## src/rtl/fft_r22sdf_ctrl.sv

```systemverilog
// Control sequencer for a radix-2^2 SDF FFT pipeline: butterfly sel/tsel, twiddle
// indices, input handshake, output framing and gap recovery for the datapath.
module fft_r22sdf_ctrl #(
    parameter int N_LOG2   = 6,
    parameter int MULT_LAT = 2
) (
    input  logic                       clk_i,
    input  logic                       rst_i,
    input  logic                       valid_i,
    output logic                       ready_o,
    output logic [N_LOG2/2-1:0]        bf1_sel_o,
    output logic [N_LOG2/2-1:0]        bf2_sel_o,
    output logic [N_LOG2/2-1:0]        bf2_tsel_o,
    output logic [N_LOG2/2*N_LOG2-1:0] tw_idx_o,
    output logic                       in_zero_o,
    output logic                       dp_rst_o,
    output logic                       out_valid_o,
    output logic                       out_last_o,
    output logic [N_LOG2-1:0]          out_idx_o,
    output logic                       err_o
);

    localparam int STAGES = N_LOG2 / 2;
    localparam int N      = 1 << N_LOG2;
    localparam int LAT    = (N - 1) + (STAGES - 1) * MULT_LAT;
    localparam int PEND_N = (LAT + N - 1) / N + 1;
    localparam int CW     = $clog2(LAT + 1);
    localparam logic [N_LOG2-1:0] G_ONE = N_LOG2'(1);

    typedef enum logic [1:0] {S_IDLE, S_RUN, S_DRAIN} state_e;

    state_e                     state_q, state_d;
    logic [N_LOG2-1:0]          g_q, g_d;
    logic [CW-1:0]              drain_cnt_q, drain_cnt_d;
    logic [PEND_N-1:0]          pend_vld_q, pend_vld_d;
    logic [CW-1:0]              pend_cnt_q [PEND_N];
    logic [CW-1:0]              pend_cnt_d [PEND_N];
    logic                       out_valid_q, out_valid_d;
    logic [N_LOG2-1:0]          out_cnt_q, out_cnt_d;
    logic [STAGES-1:0]          bf1_q, bf1_d, bf2_q, bf2_d, tsel_q, tsel_d;
    logic [STAGES*N_LOG2-1:0]   tw_q, tw_d;

    logic accept, gap, frame_start, fire, loaded;

    always_comb begin
        ready_o = 1'b1;
        if (state_q == S_DRAIN) ready_o = (g_q == '0);
    end

    assign accept      = valid_i && ready_o;
    assign gap         = (state_q == S_RUN) && !valid_i && (g_q != '0);
    assign frame_start = accept && ((state_q != S_RUN) || (g_q == '0));

    always_comb begin
        state_d     = state_q;
        g_d         = g_q;
        drain_cnt_d = drain_cnt_q;
        case (state_q)
            S_IDLE: begin
                if (valid_i) begin
                    state_d = S_RUN;
                    g_d     = g_q + G_ONE;
                end
            end
            S_RUN: begin
                if (gap) begin
                    state_d = S_IDLE;
                    g_d     = '0;
                end else begin
                    g_d = g_q + G_ONE;
                    if (!valid_i) begin
                        state_d     = S_DRAIN;
                        drain_cnt_d = CW'(LAT);
                    end
                end
            end
            S_DRAIN: begin
                g_d         = g_q + G_ONE;
                drain_cnt_d = drain_cnt_q - CW'(1);
                if (accept) begin
                    state_d = S_RUN;
                end else if (drain_cnt_q == CW'(1)) begin
                    state_d     = S_IDLE;
                    g_d         = '0;
                    drain_cnt_d = '0;
                end
            end
            default: begin
                state_d = S_IDLE;
                g_d     = '0;
            end
        endcase
    end

    // Controls are registered from g_d so they line up with the sample carrying g_q.
    for (genvar k = 0; k < STAGES; k++) begin : g_stage
        localparam int M = N_LOG2 - 2 * k;
        localparam logic [N_LOG2-1:0] OFF = N_LOG2'((k * MULT_LAT) % N);
        logic [M-1:0] c;
        assign c         = M'(g_d - OFF);
        assign bf1_d[k]  = c[M-1];
        assign bf2_d[k]  = c[M-2];
        assign tsel_d[k] = ~c[M-1];
        if (k < STAGES - 1) begin : g_tw
            logic [N_LOG2-1:0] r_w, low_w;
            assign r_w   = N_LOG2'({c[M-2], c[M-1]});
            assign low_w = N_LOG2'(c[M-3:0]);
            assign tw_d[k*N_LOG2 +: N_LOG2] = (r_w * low_w) << (2 * k);
        end else begin : g_tw_top
            assign tw_d[k*N_LOG2 +: N_LOG2] = '0;
        end
    end

    // Each frame start arms one latency tracker; it fires on the cycle before output begins.
    always_comb begin
        pend_vld_d = pend_vld_q;
        pend_cnt_d = pend_cnt_q;
        fire       = 1'b0;
        loaded     = 1'b0;
        for (int i = 0; i < PEND_N; i++) begin
            if (pend_vld_q[i]) begin
                if (pend_cnt_q[i] == CW'(1)) begin
                    fire          = 1'b1;
                    pend_vld_d[i] = 1'b0;
                end else begin
                    pend_cnt_d[i] = pend_cnt_q[i] - CW'(1);
                end
            end
        end
        if (frame_start) begin
            for (int i = 0; i < PEND_N; i++) begin
                if (!loaded && !pend_vld_d[i]) begin
                    pend_vld_d[i] = 1'b1;
                    pend_cnt_d[i] = CW'(LAT - 1);
                    loaded        = 1'b1;
                end
            end
        end
        if (gap) begin
            pend_vld_d = '0;
            fire       = 1'b0;
        end
    end

    always_comb begin
        out_valid_d = out_valid_q;
        out_cnt_d   = out_cnt_q;
        if (out_valid_q) begin
            if (&out_cnt_q) begin
                out_valid_d = fire;
                out_cnt_d   = '0;
            end else begin
                out_cnt_d = out_cnt_q + G_ONE;
            end
        end else if (fire) begin
            out_valid_d = 1'b1;
            out_cnt_d   = '0;
        end
        if (gap) begin
            out_valid_d = 1'b0;
            out_cnt_d   = '0;
        end
    end

    always_ff @(posedge clk_i) begin
        if (rst_i) begin
            state_q     <= S_IDLE;
            g_q         <= '0;
            drain_cnt_q <= '0;
            pend_vld_q  <= '0;
            for (int i = 0; i < PEND_N; i++) pend_cnt_q[i] <= '0;
            out_valid_q <= 1'b0;
            out_cnt_q   <= '0;
            bf1_q       <= '0;
            bf2_q       <= '0;
            tsel_q      <= '0;
            tw_q        <= '0;
        end else begin
            state_q     <= state_d;
            g_q         <= g_d;
            drain_cnt_q <= drain_cnt_d;
            pend_vld_q  <= pend_vld_d;
            for (int i = 0; i < PEND_N; i++) pend_cnt_q[i] <= pend_cnt_d[i];
            out_valid_q <= out_valid_d;
            out_cnt_q   <= out_cnt_d;
            bf1_q       <= bf1_d;
            bf2_q       <= bf2_d;
            tsel_q      <= tsel_d;
            tw_q        <= tw_d;
        end
    end

    always_comb begin
        out_idx_o = '0;
        for (int i = 0; i < N_LOG2; i++) out_idx_o[i] = out_cnt_q[N_LOG2-1-i];
    end

    // The first sample of a frame is accepted outside RUN, so it must not be zeroed.
    assign in_zero_o   = (state_q == S_RUN) ? 1'b0 : !accept;
    assign bf1_sel_o   = bf1_q;
    assign bf2_sel_o   = bf2_q;
    assign bf2_tsel_o  = tsel_q;
    assign tw_idx_o    = tw_q;
    assign err_o       = gap;
    assign dp_rst_o    = gap;
    assign out_valid_o = out_valid_q && !gap;
    assign out_last_o  = out_valid_o && (&out_cnt_q);

endmodule
```

## config.mk

```make
export PLATFORM = sky130hd
export DESIGN_NAME = fft_r22sdf_ctrl
export DESIGN_NICKNAME = d
export VERILOG_FILES = /design/src/rtl/fft_r22sdf_ctrl.sv
export SDC_FILE = /design/constraint.sdc
export NUM_CORES = 1
export LEC_CHECK = 0
export CAP_MARGIN = 20
export CORE_AREA = 5 5 83 85
export DETAILED_ROUTE_END_ITERATION = 10
export DIE_AREA = 0 0 88 90
export PLACE_DENSITY = 0.77
export SETUP_SLACK_MARGIN = 0.4
export SYNTH_ARGS = -nofsm -noshare
export SYNTH_HDL_FRONTEND = slang
export SYNTH_SLANG_ARGS = --single-unit
```

## constraint.sdc

```tcl
create_clock -name clk_i -period 3.9 [get_ports clk_i]
set_clock_uncertainty 0.05 [all_clocks]
set_input_delay 0.39 -clock clk_i [delete_from_list [all_inputs] [get_ports clk_i]]
set_output_delay 0.39 -clock clk_i [all_outputs]
set_load 0.01 [all_outputs]
```

==> results of run 1 <==
-- final timing paths --
| kind | to | start | cells past startpoint |
|---|---|---|---|
| max | tw_idx_o[10]$_SDFF_PP0_ | g_q[0]$_SDFF_PP0_ | 13 |
| min | drain_cnt_q[2]$_SDFFE_PP0P_ | drain_cnt_q[2]$_SDFFE_PP0P_ | 2 |
| min reg2reg | drain_cnt_q[2]$_SDFFE_PP0P_ | drain_cnt_q[2]$_SDFFE_PP0P_ | 2 |
| max reg2reg | tw_idx_o[10]$_SDFF_PP0_ | g_q[0]$_SDFF_PP0_ | 13 |
-- where the power goes --
group	leakage [nW]	internal (mW)	total (mW)	switching (mW)
logic	0.855	0.158	0.348	0.190
clock network	0.0923	0.305	0.526	0.221
registers	0.498	0.677	0.721	0.0443
-- synthesized netlist by cell type (all sizes together), types with 5 or more instances --
master   n  area share [%]
nand2b   6             1.2
nand3   16             2.6
nand2   22             2.6
a21oi   24             3.9
dfxtp   61              38
clkbuf  10             1.2
buf     18             4.1
o211ai   5             1.5
nor2b    8             1.5
ha      17             6.6
nor3    20             3.4
nor2    55             6.9
xor2    13             3.5
xnor2    7             1.9
o21ai   12             1.9
a311oi   6             1.6
inv     17             2.0
-- flip-flops by register name (all words and copies together), names as in the netlist --
name,cells
tw_idx_o,10
pend_vld_q,3
drain_cnt_q,7
out_cnt_q,6
g_q,5
bf1_sel_o,2
bf2_sel_o,1
out_valid_q,1
state_q,2
bf2_tsel_o,3
pend_cnt_q,21
-- per-layer routing --
metal | up-vias | global-route usage (%) | share of wire (%)
li1 | 1349 | - | -
met1 | 1237 | 24.4 | 48
met2 | 28 | 26.7 | 47
met3 | 7 | 4.57 | 3.8
met4 | 0 | 6.78 | 1.1
met5 | - | 0 | 0
-- area by class of cell --
type	instances	area (um2)	area share, %
multi-input cells	279	1830	48.9
flip-flops and latches	61	1220	32.6
repair buffers	36	353	9.43
clock buffers	12	145	3.88
well taps	77	96.3	2.57
inverters	17	63.8	1.70
clock inverters	2	35.0	0.936
-- logic make-up (layout without fill, tap and decap cells) --
kind of cell	after synthesis	count (layout)	synth area share (%)
other cells	1	8	0.116
xor+xnor	20	20	5.42
simple gates	155	155	24.8
compound gates	76	76	16.9
mux	2	2	0.619
flops	61	61	37.8
buf+inv	45	67	7.20
fa+ha+maj	18	18	7.20
-- tightest hold or removal path, delay by kind of cell (launching register included) --
family / cells / cell delay, ns
AOI/OAI and AO/OA: 2 / 0.13
DFF: 1 / 0.33
-- per-stage QoR --
| step | utilization, % | cell area, um2 | setup WS (ns) |
|---|---|---|---|
| 2_1_floorplan | - | 3260 | 0.908 |
| 6_report | 61.0 | 3740 | 0.667 |
| 4_1_cts | 60.7 | 3720 | 0.528 |
| 5_1_grt | 61.0 | 3740 | 0.392 |
| 3_3_place_gp | 57.7 | 3540 | 0.713 |
| 3_5_place_dp | 57.7 | 3540 | 0.539 |
-- timing repair --
| item | CTS | global route |
|---|---|---|
| endpoints found under the setup margin | 0 | 3 |
| setup buffers | 0 | 0 |
| gates resized for setup | 0 | 3 |
==> results.yml, run 1 <==
place:
  placed_cells: 470
  dp_hpwl_um: 4850
  portBuffers: 33
  gp_congestion: 0.846
setup_path:
  required_ns: 4.07
  worst_ep_arrival_time_ns: 3.40
  slowest_stage: "or4b_4"
  cp_cell_sequence: "inv_1 -> ha_1 -> or4b_4 -> nor2_8 -> a21oi_2 -> o22ai_4 -> a32oi_2 -> ha_1 -> xor2_2 -> nor2b_1 -> ha_1 -> ha_1 -> nor2b_1"
  path_max_fanout: 6
  critPathMostFrequentCell: "ha_1"
  worst_setup_path_end_kind: "register"
  cp_num_buf_inv: 1
  startpoint_type: "register"
  crit_type: "register to register"
  max_stage_delay_ns: 0.54
  crit_family: "adder cells"
  rrSetupSlack_ns: 0.67
drt:
  drt-wirelength-per-cell_um: 13.9
  num_vias: 2621
  via_per_inst: 5.42
  drt_wl_total_um: 6720
  drcViolationCount: 0
  drtAntennaViolNets: 0
  drtPass1Iterations: 4
  drt_first_iter_violations: 114
finish:
  layout_commonest_cell: "dfxtp_1"
  layout-drive-gt1-share_pct: 8.85
  layout_common_cells: "61 x dfxtp_1, 54 x nor2_1, 33 x clkdlybuf4s50_1, 22 x nand2_1, 22 x a21oi_1"
  final_nets: 425
  n_antenna_cell: 0
  fillers: 524
  finalNonFillerCells: 484
  area_delta_synth_final_pct: 15.7
timing:
  fmax_ghz: 0.309
  tns_ns: 0
  holdWs_ns: 0.452
  tightest_slew_ns: 0.860
  rsz0062_at_grt: "false"
  slew_headroom_pct: 42.5
  slew_viol_final: 0
  fin_crit_sh_pct: 82.9
  hold_violations: 0
  setup_viol: 0
  fin_crit_ns: 3.23
floorplanning:
  io_pins: 42
  fp-row-count: 29
  die_w_um: 88
  fp.dieH_um: 90
  fp.dieArea_um2: 7920
  core_um2: 6130
  start_util_pct: 52.7
cts:
  cts_tree: "yes"
  clk_pin_slew_ns: 0.06
  cts_buffer_depth: 2
  hold_buffers: 0
  cts_root_buf: "clkbuf_8"
  insertion_delay_ns: 0.33
  numCtsBuffers: 9
  cts_max_level: 3
  clock_sinks: 61
grt:
  grt_start_max_net_pins: 21
  grt_pass1_vias: 2549
  grt_usage_pct: 17.9
  antenna_found_initial: 0
  grt_first_pass_wirelength_um: 11600
  grt_overflow: 0
hold_path:
  worstHoldPathType: "register to register"
logic_synthesis:
  synth.avg_cell_area_um2: 8.56
  async_flop_share_pct: 0
  syn_inst: 378
  synth_seq_area_share_pct: 37.8
  synth_edf_count: 0
  synth_warnings: 0
  synth_cell_type_count: 66
  synth_flop_cell: "dfxtp_1"
  ys_seq_elements: 61
  syn-cell-area_um2: 3230
pwr:
  power.density_nw_per_um2: 426
  p_leak_nw: 1.45
  total_power_mw: 1.59
  ir_drop_mv: 0.353
run:
  cap_violations: 0
run_status:
  status: "finished clean"
Power figures use the tool's default switching activity.
==> run 2, diff against run 1 <==
- CORE_AREA: 5 5 83 85 -> 5 5 87 89
- DIE_AREA: 0 0 88 90 -> 0 0 92 94
- PLACE_DENSITY: 0.77 -> 0.74
- clock period: 3.9 -> 2.9 ns (I/O delays scaled with it)
==> run 2 against run 1 <==
Combinational power up 78%. Die area up 9.2%. Global-route usage up 0.22 points. Design area up 10%. Total power up 41%. Wire length up 11%. Final cell count up 8.5%. Maximum frequency up 13%. Flip-flop and latch count unchanged. Worst hold slack about the same. Sequential power up 34%.
==> results.yml, run 2 (synthesis gave the netlist of run 1 again) <==
run_status:
  status: "finished clean"
timing:
  fmax_ghz: 0.349
  holdWs_ns: 0.452
  slew_headroom_pct: 53.3
  slew_viol_final: 0
  fin_crit_sh_pct: 98.9
  setup_viol: 0
  hold_violations: 0
  fin_crit_ns: 2.87
  tightest_slew_ns: 0.699
  rsz0062_at_grt: "true"
setup_path:
  cp_num_buf_inv: 1
  path_max_fanout: 4
  worst_ep_arrival_time_ns: 3.04
  worst_setup_path_end_kind: "register"
  crit_family: "simple AND/OR/NAND/NOR gates"
  crit_type: "register to register"
  required_ns: 3.07
  slowest_stage: "or4b_4"
  cp_cell_sequence: "inv_4 -> ha_4 -> or4b_4 -> nor2_8 -> a21oi_4 -> o22ai_4 -> a32oi_2 -> ha_2 -> xor2_2 -> nor2b_2 -> ha_2 -> ha_4 -> nor2b_1"
  max_stage_delay_ns: 0.51
  startpoint_type: "register"
grt:
  grt_first_pass_wirelength_um: 12600
  grt_pass1_vias: 2791
  grt_start_max_net_pins: 28
  antenna_found_initial: 0
  grt_overflow: 0
  grt_usage_pct: 18.1
drt:
  num_vias: 2854
  drcViolationCount: 0
  drt_first_iter_violations: 95
  drt_wl_total_um: 7480
  via_per_inst: 5.44
  drt-wirelength-per-cell_um: 14.2
  drtAntennaViolNets: 0
  drtPass1Iterations: 4
finish:
  largest_reg_flops: 21
  final_cell_area_um2: 4130
  final_nets: 461
  layout_commonest_cell: "dfxtp_1"
  top_register: "pend_cnt_q"
  layout-drive-gt1-share_pct: 22.9
  layout_common_cells: "58 x dfxtp_1, 54 x nor2_1, 38 x buf_4, 29 x clkdlybuf4s50_1, 22 x nand2_1"
  n_antenna_cell: 0
  area_delta_synth_final_pct: 27.7
place:
  dp_hpwl_um: 5180
  gp_congestion: 0.881
  portBuffers: 33
  place_area_um2: 3740
cts:
  cts_buffer_depth: 2
  clk_pin_slew_ns: 0.07
  cts_max_level: 3
  insertion_delay_ns: 0.34
  cts_root_buf: "clkbuf_8"
  numCtsBuffers: 9
  cts_tree: "yes"
  hold_buffers: 0
  clock_sinks: 61
pwr:
  power.density_nw_per_um2: 544
  ir_drop_mv: 0.472
  total_power_mw: 2.25
  p_leak_nw: 1.63
floorplanning:
  fp-row-count: 30
  io_pins: 42
  fp.dieArea_um2: 8650
  core_um2: 6680
  fp.dieH_um: 94
  die_w_um: 92
  start_util_pct: 48.4
run:
  cap_violations: 0
hold_path:
  worstHoldPathType: "register to register"
run 2: cell types whose count changed in the layout (fill, tap and decap cells not counted), moves of 4 or more:
cell,before,now
buf_4,3,38
ha_1,17,11
clkdlybuf4s50_1,33,29
inv_1,16,12
run 2: final timing paths:
| kind | from | endpoint | slack, ns | depth (start not counted) |
|---|---|---|---|---|
| setup / recovery | g_q[0]$_SDFF_PP0_ | tw_idx_o[10]$_SDFF_PP0_ | 0.03 | 13 |
| hold reg to reg | drain_cnt_q[2]$_SDFFE_PP0P_ | drain_cnt_q[2]$_SDFFE_PP0P_ | 0.45 | 2 |
| hold / removal | drain_cnt_q[2]$_SDFFE_PP0P_ | drain_cnt_q[2]$_SDFFE_PP0P_ | 0.45 | 2 |
| setup reg to reg | g_q[0]$_SDFF_PP0_ | tw_idx_o[10]$_SDFF_PP0_ | 0.03 | 13 |
run 2: cell type report:
class	count	area, um2
fillers	556	2550
repair buffers	72	621
clock inverters	7	50.0
clock buffers	9	124
multi-input cells	279	1940
well taps	80	100
flip-flops and latches	61	1220
inverters	17	66.3
run 2: power breakdown:
part	internal (mW)	switching [mW]
sequential	0.911	0.0539
clock	0.310	0.353
combinational	0.315	0.306
total	1.54	0.713
run 2: worst min-delay path: cells and delay by family, from the launching register on:
kind	cells	cell delay (ns)
AOI/OAI and AO/OA	2	0.13
DFF	1	0.33
run 2: per-stage QoR:
step,std cells,utilization [%],setup slack (ns),setup TNS [ns]
floorplan,385,-,0.0492,0
global placement,495,56.0,0.0555,0
detailed placement,495,56.0,-0.0243,-0.0475
CTS,522,61.1,0.139,0
global route,525,61.8,-0.100,-0.265
finish,525,61.8,0.0317,0
run 2: metal layers:
metal,global-route usage (%),up-vias,share of wire [%]
met5,0,-,0
met4,7.80,0,2.3
met3,5.61,19,5.2
met2,30.3,64,47
met1,21.3,1339,45
li1,-,1432,-
run 2: what timing repair did:
| action | 4_1_cts | 5_1_grt |
|---|---|---|
| pin swaps | 9 | 2 |
| buffers inserted | 11 | 3 |
| gates resized for setup | 22 | 12 |
| setup endpoints to repair | 14 | 14 |
==> run 3, diff against run 2 <==
- CORE_AREA: 5 5 87 89 -> 5 5 82 84
- DIE_AREA: 0 0 92 94 -> 0 0 87 89
- DONT_BUFFER_PORTS: unset -> 1
- PLACE_DENSITY: 0.74 -> 0.72
==> run 3 against run 2 <==
Global-route usage up 0.83 points. Critical path depth unchanged. Maximum frequency down 1.0%. Design area down 4.7%. Critical endpoint unchanged.
==> results.yml, run 3 (synthesis gave the netlist of run 1 again) <==
run_status:
  status: "finished clean"
finish:
  largest_reg_flops: 21
  finalNonFillerCells: 486
  final_util_pct: 67.3
  fillers: 433
  multi_input_area_um2: 2010
  area_delta_synth_final_pct: 21.7
  n_antenna_cell: 0
  regArea_um2: 1220
  layout_common_cells: "58 x dfxtp_1, 51 x nor2_1, 30 x buf_4, 21 x a21oi_1, 20 x nand2_1"
  final_cell_area_um2: 3940
  layout-drive-gt1-share_pct: 24.1
  layout_commonest_cell: "dfxtp_1"
  top_register: "pend_cnt_q"
  final_nets: 427
setup_path:
  cp_cell_sequence: "inv_2 -> ha_4 -> or4b_4 -> nor2_8 -> a21oi_4 -> o22ai_4 -> a32oi_4 -> ha_4 -> xor2_2 -> nor2b_1 -> ha_2 -> ha_4 -> nor2b_1"
  rrSetupSlack_ns: 0.002
  slowest_stage: "or4b_4"
  path_max_fanout: 5
  max_stage_delay_ns: 0.51
  startpoint_type: "register"
  r2r_end: "tw_idx_o[10]$_SDFF_PP0_"
  reg2reg_depth: 13
  worst_ep_arrival_time_ns: 3.07
  r2r_start: "g_q[1]$_SDFF_PP0_"
  required_ns: 3.07
  crit_type: "register to register"
  worst_setup_path_end_kind: "register"
  critPathMostFrequentCell: "ha_4"
grt:
  grt_pass1_vias: 2512
  grt_usage_pct: 18.9
  grt_overflow: 0
  grt_start_max_net_pins: 36
  antenna_found_initial: 0
  grt_first_pass_wirelength_um: 11800
cts:
  numCtsBuffers: 9
  cts_tree: "yes"
  cts_buffer_depth: 2
  cts_max_level: 3
  insertion_delay_ns: 0.33
  cts_root_buf: "clkbuf_8"
  clk_pin_slew_ns: 0.07
  clock_sinks: 61
drt:
  drtPass1Iterations: 4
  dr_wl_met2_um: 3580
  drt_first_iter_violations: 190
  drtAntennaViolNets: 0
  num_vias: 2721
  drt_wl_total_um: 7410
  top_layer_used: "met4"
  drt-wirelength-per-cell_um: 15.3
  drcViolationCount: 0
  wl_met3_um: 405
  via_per_inst: 5.60
  met1Wirelength_um: 3320
timing:
  holdWs_ns: 0.0642
  rsz0062_at_grt: "true"
  fin_crit_sh_pct: 99.9
  tightest_slew_ns: 0.824
  tns_ns: 0
  setup_viol: 0
  slew_viol_final: 0
  fmax_ghz: 0.345
  slew_headroom_pct: 44.6
  hold_violations: 0
  fin_crit_ns: 2.90
  setup_ws_ns: 0.00240
hold_path:
  min_to: "state_q[0]$_SDFFE_PP0P_"
  worstHoldPathType: "primary input to register"
  worstHoldStart: "valid_i"
  holdPathStages: 1
floorplanning:
  fp.dieArea_um2: 7740
  io_pins: 42
  fp-row-count: 28
  start_util_pct: 55.3
  fp.dieH_um: 89
  die_w_um: 87
  core_um2: 5850
run:
  cap_violations: 0
place:
  placed_cells: 452
  place_area_um2: 3370
  dp_hpwl_um: 4700
  gp_congestion: 0.836
  place_ws_ns: -0.0599
  portBuffers: 0
pwr:
  power.density_nw_per_um2: 609
  ir_drop_mv: 0.482
  p_leak_nw: 1.55
  total_power_mw: 2.39
-- run 3: cell types whose count changed in the layout (fill, tap and decap cells not counted), sizes merged --
cell,change
clkbuf,+1
bufinv,+2
dlygate4sd2,-2
clkdlybuf4s15,-1
inv,-1
dlygate4sd3,+6
clkinvlp,-2
clkdlybuf4s50,-29
buf,-8
-- run 3: worst max path at each step --
stage | from | end | slack [ns] | cells past startpoint
2_1_floorplan | g_q[0]$_SDFF_PP0_ | tw_idx_o[10]$_SDFF_PP0_ | 0.05 | 13
3_3_place_gp | g_q[0]$_SDFF_PP0_ | tw_idx_o[10]$_SDFF_PP0_ | 0.05 | 13
3_5_place_dp | g_q[0]$_SDFF_PP0_ | tw_idx_o[5]$_SDFF_PP0_ | -0.06 | 14
4_1_cts | g_q[1]$_SDFF_PP0_ | tw_idx_o[10]$_SDFF_PP0_ | 0.08 | 13
5_1_grt | g_q[1]$_SDFF_PP0_ | tw_idx_o[4]$_SDFF_PP0_ | -0.10 | 13
6_report | g_q[1]$_SDFF_PP0_ | tw_idx_o[10]$_SDFF_PP0_ | 0.002 | 13
-- run 3: power breakdown --
| group | total [mW] | internal, mW | leakage, nW | switching (mW) |
|---|---|---|---|---|
| sequential | 0.989 | 0.911 | 0.499 | 0.0774 |
| combinational | 0.566 | 0.280 | 0.938 | 0.286 |
| clock | 0.840 | 0.506 | 0.112 | 0.334 |
| total | 2.39 | 1.70 | 1.55 | 0.697 |
-- run 3: area by class of cell --
type / count / share of cell area (%)
sequential: 61 / 31.1
inverter: 17 / 1.62
clock buffer: 10 / 3.50
multi-input combinational: 279 / 51.1
tap: 75 / 2.38
clock inverter: 6 / 2.19
timing repair buffer: 38 / 8.04
-- run 3: metal layers --
metal / GRT usage [%] / vias to the layer above
met2: 29.8 / 56
met3: 5.81 / 9
li1: - / 1365
met4: 7.08 / 0
met5: 0 / -
met1: 24.4 / 1291
-- run 3: repair_timing --
item	4_1_cts	5_1_grt
endpoints found under the hold margin	33	27
pin swaps	8	11
hold buffers	6	1
endpoints found under the setup margin	23	16
buffers inserted	8	3
resized for setup	13	25
-- run 3: worst max-delay path, delay by kind of cell (launching register included) --
kind            cells  cell delay, ns
fa+ha+maj           4            0.77
xor+xnor            1            0.15
compound gates      3            0.54
buf+inv             1            0.06
flops               1            0.33
simple gates        4            0.88
